### src/rtl/loa_error_monitor.sv
// loa_error_monitor
// Measures the error of a lower-part-OR (LOA) approximate adder over a batch
// of 2^LOG2_SAMPLES samples. For each accepted sample the exact 17-bit sum of
// a and b is compared with the adder's {approx_carry, approx_sum}. The
// absolute difference (error distance, ED) is then accumulated into the batch
// sum, the nonzero-error count and, optionally, the maximum.
//
// Build option: define LOA_ERR_MAX_EN to add the max_ed port and its register.
//
// Timing: a sample is accepted in cycle c0. Its ED is registered at the end of
// c0 and accumulated at the end of c1. The FSM spends c1 and c2 in DRAIN, and
// done is high from c3 onward.
module loa_error_monitor #(
    parameter int LOG2_SAMPLES = 8
) (
    input  logic                      clk,
    input  logic                      rst_n,
    input  logic                      start,
    input  logic                      in_valid,
    output logic                      in_ready,
    input  logic [15:0]               a,
    input  logic [15:0]               b,
    input  logic [15:0]               approx_sum,
    input  logic                      approx_carry,
    output logic                      done,
    output logic [16+LOG2_SAMPLES:0]  sum_ed,
    output logic [16:0]               mean_ed,
    output logic [LOG2_SAMPLES:0]     err_count
`ifdef LOA_ERR_MAX_EN
    ,
    output logic [16:0]               max_ed
`endif
);

    localparam int SUM_W = 17 + LOG2_SAMPLES;
    localparam int CNT_W = LOG2_SAMPLES + 1;

    // Batch size N and the index of the last sample in a batch.
    localparam logic [CNT_W-1:0] N_SAMPLES   = {1'b1, {LOG2_SAMPLES{1'b0}}};
    localparam logic [CNT_W-1:0] LAST_SAMPLE = {1'b0, {LOG2_SAMPLES{1'b1}}};

    localparam logic [1:0] IDLE  = 2'd0;
    localparam logic [1:0] RUN   = 2'd1;
    localparam logic [1:0] DRAIN = 2'd2;
    localparam logic [1:0] DONE  = 2'd3;

    logic [1:0]       state_q;
    logic [1:0]       state_d;
    logic             drain_cnt_q;
    logic [CNT_W-1:0] sample_cnt_q;
    logic             accept;
    logic             start_run;
    logic [16:0]      exact;
    logic [16:0]      approx;
    logic [16:0]      ed_now;
    logic [16:0]      ed_q;
    logic             ed_vld_q;
    logic [SUM_W-1:0] sum_q;
    logic [CNT_W-1:0] err_q;
`ifdef LOA_ERR_MAX_EN
    logic [16:0]      max_q;
`endif

    // Handshake. start is honoured only in IDLE and DONE.
    assign in_ready  = (state_q == RUN) && (sample_cnt_q < N_SAMPLES);
    assign accept    = in_valid && in_ready;
    assign start_run = start && ((state_q == IDLE) || (state_q == DONE));
    assign done      = (state_q == DONE);

    // Error distance of the sample currently on the inputs.
    // Either result can be the larger one, so subtract in the right order.
    assign exact  = {1'b0, a} + {1'b0, b};
    assign approx = {approx_carry, approx_sum};
    assign ed_now = (exact >= approx) ? (exact - approx) : (approx - exact);

    // Next-state logic for the batch controller.
    always_comb begin
        // NOTE: state_d takes a default before the case so that no path leaves it unassigned and infers a latch.
        state_d = state_q;
        case (state_q)
            IDLE:    if (start) state_d = RUN;
            RUN:     if (accept && (sample_cnt_q == LAST_SAMPLE)) state_d = DRAIN;
            DRAIN:   if (drain_cnt_q) state_d = DONE;
            DONE:    if (start) state_d = RUN;
            default: state_d = IDLE;
        endcase
    end

    // State register and the counter that times the two DRAIN cycles.
    always_ff @(posedge clk or negedge rst_n) begin
        if (!rst_n) begin
            // NOTE: sequential state uses non-blocking assignments so every flop samples pre-edge values.
            state_q     <= IDLE;
            drain_cnt_q <= 1'b0;
        end else begin
            state_q     <= state_d;
            drain_cnt_q <= (state_q == DRAIN) ? ~drain_cnt_q : 1'b0;
        end
    end

    // Count accepted samples. Starting a batch clears the count.
    always_ff @(posedge clk or negedge rst_n) begin
        if (!rst_n) begin
            sample_cnt_q <= '0;
        end else if (start_run) begin
            sample_cnt_q <= '0;
        end else if (accept) begin
            sample_cnt_q <= sample_cnt_q + CNT_W'(1);
        end
    end

    // Pipeline stage 1: register the ED of each accepted sample.
    always_ff @(posedge clk or negedge rst_n) begin
        if (!rst_n) begin
            ed_q     <= '0;
            ed_vld_q <= 1'b0;
        end else begin
            ed_vld_q <= accept;
            if (accept) begin
                ed_q <= ed_now;
            end
        end
    end

    // Pipeline stage 2: accumulate the batch statistics.
    // Starting a batch clears them. Outside RUN and DRAIN they hold.
    always_ff @(posedge clk or negedge rst_n) begin
        if (!rst_n) begin
            sum_q <= '0;
            err_q <= '0;
        end else if (start_run) begin
            sum_q <= '0;
            err_q <= '0;
        end else if (ed_vld_q) begin
            sum_q <= sum_q + SUM_W'(ed_q);
            if (ed_q != 17'd0) begin
                err_q <= err_q + CNT_W'(1);
            end
        end
    end

`ifdef LOA_ERR_MAX_EN
    // Track the largest ED seen in the batch.
    always_ff @(posedge clk or negedge rst_n) begin
        if (!rst_n) begin
            max_q <= '0;
        end else if (start_run) begin
            max_q <= '0;
        end else if (ed_vld_q && (ed_q > max_q)) begin
            max_q <= ed_q;
        end
    end

    assign max_ed = max_q;
`endif

    assign sum_ed    = sum_q;
    assign mean_ed   = sum_q[SUM_W-1:LOG2_SAMPLES];
    assign err_count = err_q;

endmodule

### config.mk
export PLATFORM = sky130hd
export DESIGN_NAME = loa_error_monitor
export DESIGN_NICKNAME = d
export VERILOG_FILES = /design/src/rtl/loa_error_monitor.sv
export SDC_FILE = /design/constraint.sdc
export NUM_CORES = 1
export LEC_CHECK = 0
export CORE_AREA = 3 3 131 133
export DETAILED_ROUTE_END_ITERATION = 8
export DIE_AREA = 0 0 134 136
export MAX_ROUTING_LAYER = met4
export RECOVER_POWER = 25
export SYNTH_ARGS = -nofsm -noshare
export SYNTH_HDL_FRONTEND = slang
export SYNTH_SLANG_ARGS = --single-unit
export TNS_END_PERCENT = 1
### constraint.sdc
create_clock -name clk -period 8.03 [get_ports clk]
set_input_delay 0.803 -clock clk [delete_from_list [all_inputs] [get_ports clk]]
set_output_delay 0.803 -clock clk [all_outputs]
set_load 0.005 [all_outputs]
==> metrics.txt, run 1 <==
VDD IR-drop max=0.114 mV; Int Power=1200 uW; antenna fix cells=0; CP endpoint kind=flip-flop; status=complete, but fails checks; part of the power in registers=0.262; Setup CP Type=input port to flip-flop; H-tree depth=3; initial DRC count=309; via count=5005; area grow syn2layout=24.3%; DRT Pass-1 Iters=4; via count of the first global-routing pass=4935; Yosys top cell by area=dfrtp_1; fin nets=894; Pins Over Slew Limit=65; Reg2Reg Depth=12; gpl congestion=between 0.8 and 0.9; static leakage=0.00344 uW; mux contribution to synthesized area=0.0515; width of the die=134 um; Filler cells=around 1500; CP Launch Type=input port; Final Cycle Share=0.726; fmax=about 170 MHz; initial core utilization=0.369; Max-slew headroom=-1.27; Cell Area, Placed=7000 um^2; synth unique cells=60; Synth Area in Simple Gates=0.147; Final Instance Area=between 7000 and 8000 um^2; die area=approximately 18000 um^2; post-DR wirelength/cell=between 10 and 15 um; Syn Std Cell Area=5880 um^2; Adder-Cell Fraction of Synth Area=0.167; drt drc=0; flops & latches, synth=64; YS warnings=0; Worst EP arrival=6.08 ns; Sw Ratio=0.405; Num CTS Buffers=9; Routed WL=between 10000 and 15000 um; GRT Total Usage=0.154; Clock Sink Count=64; synthesized net count=813; Least-Margin Pin Slew=approximately 3.4 ns; number of flops mapped to enable cells by yosys=0; initial antenna violation count=0; largest cells by area after synthesis=dfrtp_1 27%, ha_1 15%, xnor2_1 4.9%, mux2i_1 4.8%, a21oi_1 4.3%; most frequent cells in the layout=104 x clkdlybuf4s50_1, 72 x ha_1, 64 x dfrtp_1; largest family of logic cells by synthesized area=compound AO/OA/AOI/OAI gates; clock buffer depth=2; Net Sw Power=819 uW; CP max FO=16; CTS tree=yes; Cell Rows=46; global-route wire length before repair=22700 um; setup TNS=0 ns; clk slew on worst S/H paths=0.05 ns; total gr overflow=0; # setup viols final=0; area of the core=15900 um^2; syn_area_per_cell=8.60 um^2; area share of the largest cell type after synthesis=0.272; Clock power frac=0.198; RSZ-0062 raised after global routing=false; post-synthesis instance total=684; Top FF cell, synth=dfrtp_1; commonest non-fill, non-tap cell in the layout=clkdlybuf4s50_1; cts hold-fix bufs=0; # Post-CTS Setup Buffers=0; final hold violations=0; chip height=between 100 and 150 um; compound-cell area share of the yosys netlist=0.204; cts repair resizes=0; largest net degree at the start of global routing=65; Worst-Skew Late Latency=0.33 ns; Required @ worst endpoint=8.28 ns; PortBufs=between 100 and 150; Max Clock Skew=around 0.0072 ns; power per cell area=277 nW/um^2; Final ANT Viol Nets=0; combinational share of power=0.540; HP Class=flip-flop to flip-flop; DP Wirelength=10900 um; max-cap violations=1; mean number of vias per cell=5.08; FFs w/ async S/R, synth=1.00; I/O Pins=106; layout cell share with drive strength beyond 1=0.0468; failing checks=max-capacitance violations, max-slew violations; area share of xor/xnor cells in the synthesized design=0.0849; post-layout min period=~6 ns; clock root cell=clkbuf_16; Hold Path Depth=1; sequential share of the synthesized area=0.272
metrics by stage:
| stage | total power, uW | setup WS, ns | instances | util | hold slack (ns) |
|---|---|---|---|---|---|
| after detailed placement | 1630 | 1.87 | 970 | 0.439 | 0.415 |
| final | 2020 | 2.20 | 985 | 0.458 | 0.418 |
| after floorplan | 1290 | 3.00 | 684 | - | 0.389 |
| after global routing | 2190 | 1.88 | 985 | 0.458 | 0.443 |
| after CTS | 2040 | 2.19 | 985 | 0.458 | 0.422 |
| after global placement | 1590 | 1.97 | 970 | 0.439 | 0.400 |
worst max-delay path: stages:
cell and delay [ns]:
clkdlybuf4s50_1 0.41, ha_1 0.23, fa_1 0.40, a21o_1 0.17
a21oi_1 0.22, o21bai_1 0.12, a211o_1 0.35, a31o_2 0.27
o21a_1 0.16, nor2_1 0.14, xnor2_1 0.16, ha_1 0.30
and2_4 0.18, nand3_2 0.11, nor4_1 0.06, a211oi_1 0.30
o21ai_1 0.14, a41oi_4 0.63, mux2_2 0.42, a2111o_1 0.38
o211ai_1 0.10
power groups by stage:
| stage | clock network, uW | registers (uW) | logic [uW] |
|---|---|---|---|
| floorplan | 0 | 493 | 801 |
| global placement | 0 | 531 | 1060 |
| detailed placement | 0 | 536 | 1090 |
| CTS | 408 | 531 | 1100 |
| global route | 423 | 546 | 1220 |
| finish | 400 | 530 | 1090 |
state kept, by name, summed over array words and instances, names as in the netlist:
register / count
ed_vld_q: 1
state_q: 2
sum_ed: 25
ed_q: 17
err_count: 9
sample_cnt_q: 9
drain_cnt_q: 1
path summary, 6_finish.rpt:
check                                      endpoint                  start  slack [ns]
min in group asynchronous  err_count[8]$_DFFE_PN0P_                  rst_n        1.73
min reg2reg                   drain_cnt_q$_DFF_PN0_  drain_cnt_q$_DFF_PN0_        0.42
max in group asynchronous       ed_q[6]$_DFFE_PN0P_                  rst_n        4.39
max reg2reg                  sum_ed[22]$_DFFE_PN0P_    ed_q[0]$_DFFE_PN0P_        5.15
min                           drain_cnt_q$_DFF_PN0_  drain_cnt_q$_DFF_PN0_        0.42
max                             ed_q[3]$_DFFE_PN0P_                   a[0]        2.20
final cells by class:
type / instances / area (um^2) / area share
clock buffers: 13 / 270 / 0.0370
clock inverters: 2 / 37.5 / 0.00514
inverters: 57 / 214 / 0.0293
multi-input cells: 525 / 3850 / 0.527
flip-flops and latches: 64 / 1600 / 0.219
well taps: 216 / 270 / 0.0370
repair buffers: 108 / 1060 / 0.146
metal layers:
metal	vias up	track usage	wire length, um
met4	0	0.0663	274
met3	19	0.0130	472
met5	-	-	0
met2	108	0.259	6260
li1	2542	-	-
met1	2336	0.191	6550
synth_stat cells, types with 5 or more instances:
master,number
a21o_1,26
a21oi_1,51
buf_2,5
buf_4,18
clkbuf_1,12
dfrtp_1,64
ha_1,72
inv_1,57
mux2i_1,28
nand2_1,50
nand2b_1,5
nand3_1,13
nand4_1,11
nor2_1,57
nor2b_1,7
nor3_1,5
o211ai_1,5
o21a_1,8
o21ai_0,45
o21bai_1,8
or3_1,9
xnor2_1,33
xor2_1,24
cell families after synthesis:
logic type      count (synthesis)
compound gates                181
flops                          64
buf+inv                        95
fa+ha+maj                      76
simple gates                  181
xor+xnor                       57
mux                            30
Note: power is estimated with default switching activity, not from simulation.
==> run 2, diff against run 1 <==
clock period = 5.9 ns   (was 8.03 ns; I/O delays follow)
==> run 2 against run 1 <==
Compared with the run above: the run still ends with max-capacitance violations, max-slew violations left; clock power is 31% higher; sequential share of layout area hardly changed; via count is 1.6% lower; core utilization is 0.086 points higher; count of clock-buffer cells in the layout is 2 lower; largest power group unchanged.
==> metrics.txt, run 2 (synthesis gave the netlist of run 1 again) <==
status=complete, but fails checks; failing checks=max-capacitance violations, max-slew violations; crit-path max cell delay=0.42 ns; antenna fix cells=0; CP dominant cell by count=ha_1; Final ANT Viol Nets=0; Filler cells=1532; Pins Over Slew Limit=65; via count of the first global-routing pass=4753; total gr overflow=0; CP Launch Type=input port; Worst path slowest cell=a2111o_1; post-DR wirelength/cell=13.3 um; cts hold-fix bufs=0; largest net degree at the start of global routing=65; initial antenna violation count=0; max-cap violations=1; Num CTS Buffers=9; Net Sw Power=1100 uW; CP top delay family=compound AO/OA/AOI/OAI gates; layout cell share with drive strength beyond 1=0.0517; static leakage=0.00345 uW; via count=4923; DRT Pass-1 Iters=6; Worst EP arrival=5.40 ns; die area=18200 um^2; Worst-Skew Late Latency=0.33 ns; WP buf/inv=2; part of the power in registers=0.263; # Post-CTS Setup Buffers=0; power per cell area=372 nW/um^2; Final Cycle Share=0.873; HP Class=flip-flop to flip-flop; initial core utilization=0.369; clk slew on worst S/H paths=approximately 0.05 ns; drt drc=0; setup TNS=0 ns; chip height=136 um; initial DRC count=around 280; width of the die=134 um; cts repair resizes=0; commonest non-fill, non-tap cell in the layout=clkdlybuf4s50_1; fmax=slightly below 200 MHz; PortBufs=105; area grow syn2layout=24.5%; worst path cell trace=clkdlybuf4s50_1 -> ha_1 -> fa_1 -> a21o_1 -> a21oi_1 -> o21bai_1 -> a211o_1 -> a31o_2 -> o21a_1 -> nor2_1 -> xnor2_1 -> ha_1 -> and2_4 -> nand3_2 -> nor4_1 -> a211oi_1 -> o21ai_1 -> a41oi_4 -> buf_4 -> mux2i_1 -> a2111o_1 -> o211ai_1; Setup CP Type=input port to flip-flop; Largest register FFs=25; Placement Setup Slack=0.413 ns; most frequent cells in the layout=104 x clkdlybuf4s50_1, 72 x ha_1, 64 x dfrtp_1; Max Clock Skew=0.00673 ns; Int Power=~1600 uW; final hold violations=0; GRT Total Usage=0.151; register area=1600 um^2; post-layout min period=roughly 5.2 ns; worst setup margin=approximately 0.75 ns; Sw Ratio=0.405; Max-slew headroom=-1.24; H-tree depth=3; Cell Rows=46; fin nets=897; CTS tree=yes; global-route wire length before repair=about 22000 um; I/O Pins=106; Required @ worst endpoint=6.15 ns; RSZ-0062 raised after global routing=false; gpl congestion=between 0.8 and 0.9; Routed WL=around 13000 um; CP endpoint kind=flip-flop; Clock Sink Count=64; Multi-input gate area=3850 um^2; VDD IR-drop max=0.143 mV; DP Wirelength=10700 um; # setup viols final=0; clock root cell=clkbuf_16; final hold slack=0.414 ns; clock buffer depth=2; area of the core=between 15000 and 20000 um^2; combinational share of power=0.544; CP max FO=9; mean number of vias per cell=4.98; Least-Margin Pin Slew=about 3.4 ns; Clock power frac=0.193
run 2: through the flow:
step	std cells	cell area [um^2]	power (uW)	utilization
after floorplan	684	5880	1760	-
final	989	7320	2720	0.459
after CTS	989	7320	2750	0.459
after global placement	973	7020	2170	0.441
after global routing	989	7320	2970	0.459
after detailed placement	973	7020	2220	0.441
run 2: worst reg2reg max path, stage by stage, from the launching register on:
cell and delay [ns]:
dfrtp_1 0.38, inv_1 0.08, ha_1 0.33, and2_1 0.36, buf_4 0.41, nor4_1 0.13, and4_1 0.27, nor2_1 0.21
nand4_1 0.17, nor2_1 0.20, nand4_1 0.14, xor2_1 0.16, nor2_1 0.06
run 2: layout make-up:
type                            count  share of cell area
Timing Repair Buffer              111               0.149
Multi-Input combinational cell    525               0.526
Clock inverter                      5             0.00769
Clock buffer                       11              0.0332
Inverter                           57              0.0292
Sequential cell                    64               0.219
Tap cell                          216              0.0369
run 2: path summary, 6_finish.rpt:
| check | depth (start not counted) | to | from | slack, ns |
|---|---|---|---|---|
| worst max register to register | 12 | err_count[7]$_DFFE_PN0P_ | state_q[0]$_DFFE_PN0P_ | 2.90 |
| worst min-delay path | 1 | drain_cnt_q$_DFF_PN0_ | drain_cnt_q$_DFF_PN0_ | 0.41 |
| worst min register to register | 1 | drain_cnt_q$_DFF_PN0_ | drain_cnt_q$_DFF_PN0_ | 0.41 |
| worst max-delay path | 22 | ed_q[3]$_DFFE_PN0P_ | a[0] | 0.75 |
| max in group asynchronous | 2 | sum_ed[4]$_DFFE_PN0P_ | rst_n | 2.53 |
| min in group asynchronous | 2 | err_count[8]$_DFFE_PN0P_ | rst_n | 1.49 |
run 2: power groups by stage:
stage / Clock (uW) / Sequential, uW / Combinational (uW)
3_3_place_gp: 0 / 720 / 1450
6_report: 525 / 717 / 1480
4_1_cts: 540 / 720 / 1490
2_1_floorplan: 0 / 671 / 1090
3_5_place_dp: 0 / 727 / 1490
5_1_grt: 566 / 742 / 1660
run 2: layer usage:
metal | vias up | part of all wire | global-route usage
met5 | - | 0 | -
met2 | 105 | 0.45 | 0.239
met3 | 18 | 0.041 | 0.0296
met1 | 2246 | 0.50 | 0.196
met4 | 0 | 0.017 | 0.0440
li1 | 2554 | - | -
==> run 3, diff against run 2 <==
CTS_BUF_LIST = sky130_fd_sc_hd__clkbuf_4 sky130_fd_sc_hd__clkbuf_8   (was not set)
==> run 3 against run 2 <==
Compared with the run above: the flow still finishes with violations (max-capacitance violations, max-slew violations); core utilization down 0.61 points; global-route usage down 0.12 points; via count is 0.12% lower; total power decreased by 5.3%; final cell count unchanged; sequential power is essentially flat; largest cell class unchanged.
==> metrics.txt, run 3 (synthesis gave the netlist of run 1 again) <==
min-delay src=drain_cnt_q$_DFF_PN0_; global-route wire length before repair=22100 um; fin nets=897; Clock Sink Count=64; Worst path slowest cell=a2111o_1; # setup viols final=0; # Post-CTS Setup Buffers=0; Multi-input gate area=3850 um^2; CP max FO=9; initial core utilization=0.369; clock buffer depth=2; DRT Pass-1 Iters=4; most frequent cells in the layout=104 x clkdlybuf4s50_1, 72 x ha_1, 64 x dfrtp_1; power per cell area=roughly 360 nW/um^2; drt drc=0; crit-path max cell delay=0.42 ns; Final Instance Area=7220 um^2; status=complete, but fails checks; CTS tree=yes; Setup CP Type=input port to flip-flop; Reg2Reg Depth=12; PortBufs=105; reg2reg setup slack=2.91 ns; reg2reg end=err_count[7]$_DFFE_PN0P_; initial antenna violation count=0; Max Clock Skew=0.0128 ns; H-tree depth=3; I/O Pins=between 100 and 150; RSZ-0062 raised after global routing=false; cts repair resizes=0; Final Cycle Share=0.870; Worst-Skew Late Latency=0.35 ns; Pins Over Slew Limit=65; Max-slew headroom=-1.22; worst path cell trace=clkdlybuf4s50_1 -> ha_1 -> fa_1 -> a21o_1 -> a21oi_1 -> o21bai_1 -> a211o_1 -> a31o_2 -> o21a_1 -> nor2_1 -> xnor2_1 -> ha_1 -> and2_4 -> nand3_2 -> nor4_1 -> a211oi_1 -> o21ai_1 -> a41oi_4 -> buf_4 -> mux2i_1 -> a2111o_1 -> o211ai_1; Hold Path Depth=1; layout cell share with drive strength beyond 1=0.0530; DP Wirelength=10700 um; Worst EP arrival=5.40 ns; CP Launch Type=input port; Required @ worst endpoint=6.17 ns; via count of the first global-routing pass=roughly 4800; CP endpoint kind=flip-flop; final hold slack=approximately 0.42 ns; max-cap violations=1; commonest non-fill, non-tap cell in the layout=clkdlybuf4s50_1; area of the core=15900 um^2; clock root cell=clkbuf_8; total gr overflow=0; Worst R2R Start=state_q[0]$_DFFE_PN0P_; CP top delay family=compound AO/OA/AOI/OAI gates; static leakage=about 0.0034 uW; register area=between 1500 and 2000 um^2; area grow syn2layout=22.8%; initial DRC count=around 340; largest net degree at the start of global routing=between 60 and 70; Final ANT Viol Nets=0; post-layout min period=5.13 ns; CP dominant cell by count=ha_1; antenna fix cells=0; Least-Margin Pin Slew=3.34 ns; die area=about 18000 um^2; Largest register FFs=25; Routed WL=13200 um; final hold violations=0; fmax=around 190 MHz; WP buf/inv=2; chip height=136 um; gpl congestion=0.809; setup TNS=0 ns; via count=4917; clk slew on worst S/H paths=0.07 ns; Filler cells=1536; cts hold-fix bufs=0; GRT Total Usage=0.150; HP Class=flip-flop to flip-flop; hold endpoint=drain_cnt_q$_DFF_PN0_; Num CTS Buffers=9; Cell Area, Placed=7020 um^2; Cell Rows=46; width of the die=134 um; mean number of vias per cell=4.97; failing checks=max-capacitance violations, max-slew violations; VDD IR-drop max=0.108 mV; post-DR wirelength/cell=13.3 um
## run 3: stage by stage
step	worst slack, ns	util	power (uW)	instances
after floorplan	1.08	-	1760	684
after global placement	0.499	0.441	2170	973
after detailed placement	0.413	0.441	2220	973
after CTS	0.773	0.453	2610	989
after global routing	0.445	0.453	2820	989
final	0.769	0.453	2580	989
## run 3: final cells by class
| cell class | instances | share of cell area |
|---|---|---|
| clock buffers | 11 | 0.0201 |
| multi-input cells | 525 | 0.533 |
| flip-flops and latches | 64 | 0.222 |
| repair buffers | 111 | 0.151 |
| clock inverters | 5 | 0.00780 |
| inverters | 57 | 0.0296 |
| well taps | 216 | 0.0374 |
## run 3: worst max path at each step
| stage | start | end | cells after the start |
|---|---|---|---|
| floorplan | a[0] | ed_q[3]$_DFFE_PN0P_ | 20 |
| global placement | a[0] | ed_q[3]$_DFFE_PN0P_ | 22 |
| detailed placement | a[0] | ed_q[3]$_DFFE_PN0P_ | 22 |
| CTS | a[0] | ed_q[3]$_DFFE_PN0P_ | 22 |
| global route | a[0] | ed_q[3]$_DFFE_PN0P_ | 21 |
| finish | a[0] | ed_q[3]$_DFFE_PN0P_ | 22 |
## run 3: power by group
| group | switching (uW) | internal [uW] |
|---|---|---|
| Clock | 171 | 210 |
| Combinational | 767 | 716 |
| Sequential | 148 | 567 |
## run 3: metal layers
| metal | part of all wire | global-route usage | wire length, um | vias to the layer above |
|---|---|---|---|---|
| li1 | - | - | - | 2550 |
| met1 | 0.50 | 0.197 | 6550 | 2238 |
| met2 | 0.44 | 0.240 | 5840 | 110 |
| met3 | 0.042 | 0.0196 | 551 | 19 |
| met4 | 0.016 | 0.0491 | 212 | 0 |
| met5 | 0 | - | 0 | - |
## run 3: worst reg2reg max path, cell delays in order (launching register included)
cell and delay (ns):
dfrtp_1 0.38, inv_1 0.08, ha_1 0.33, and2_1 0.36, buf_4 0.41, nor4_1 0.12
and4_1 0.27, nor2_1 0.20, nand4_1 0.17, nor2_1 0.20, nand4_1 0.14, xor2_1 0.16
nor2_1 0.06
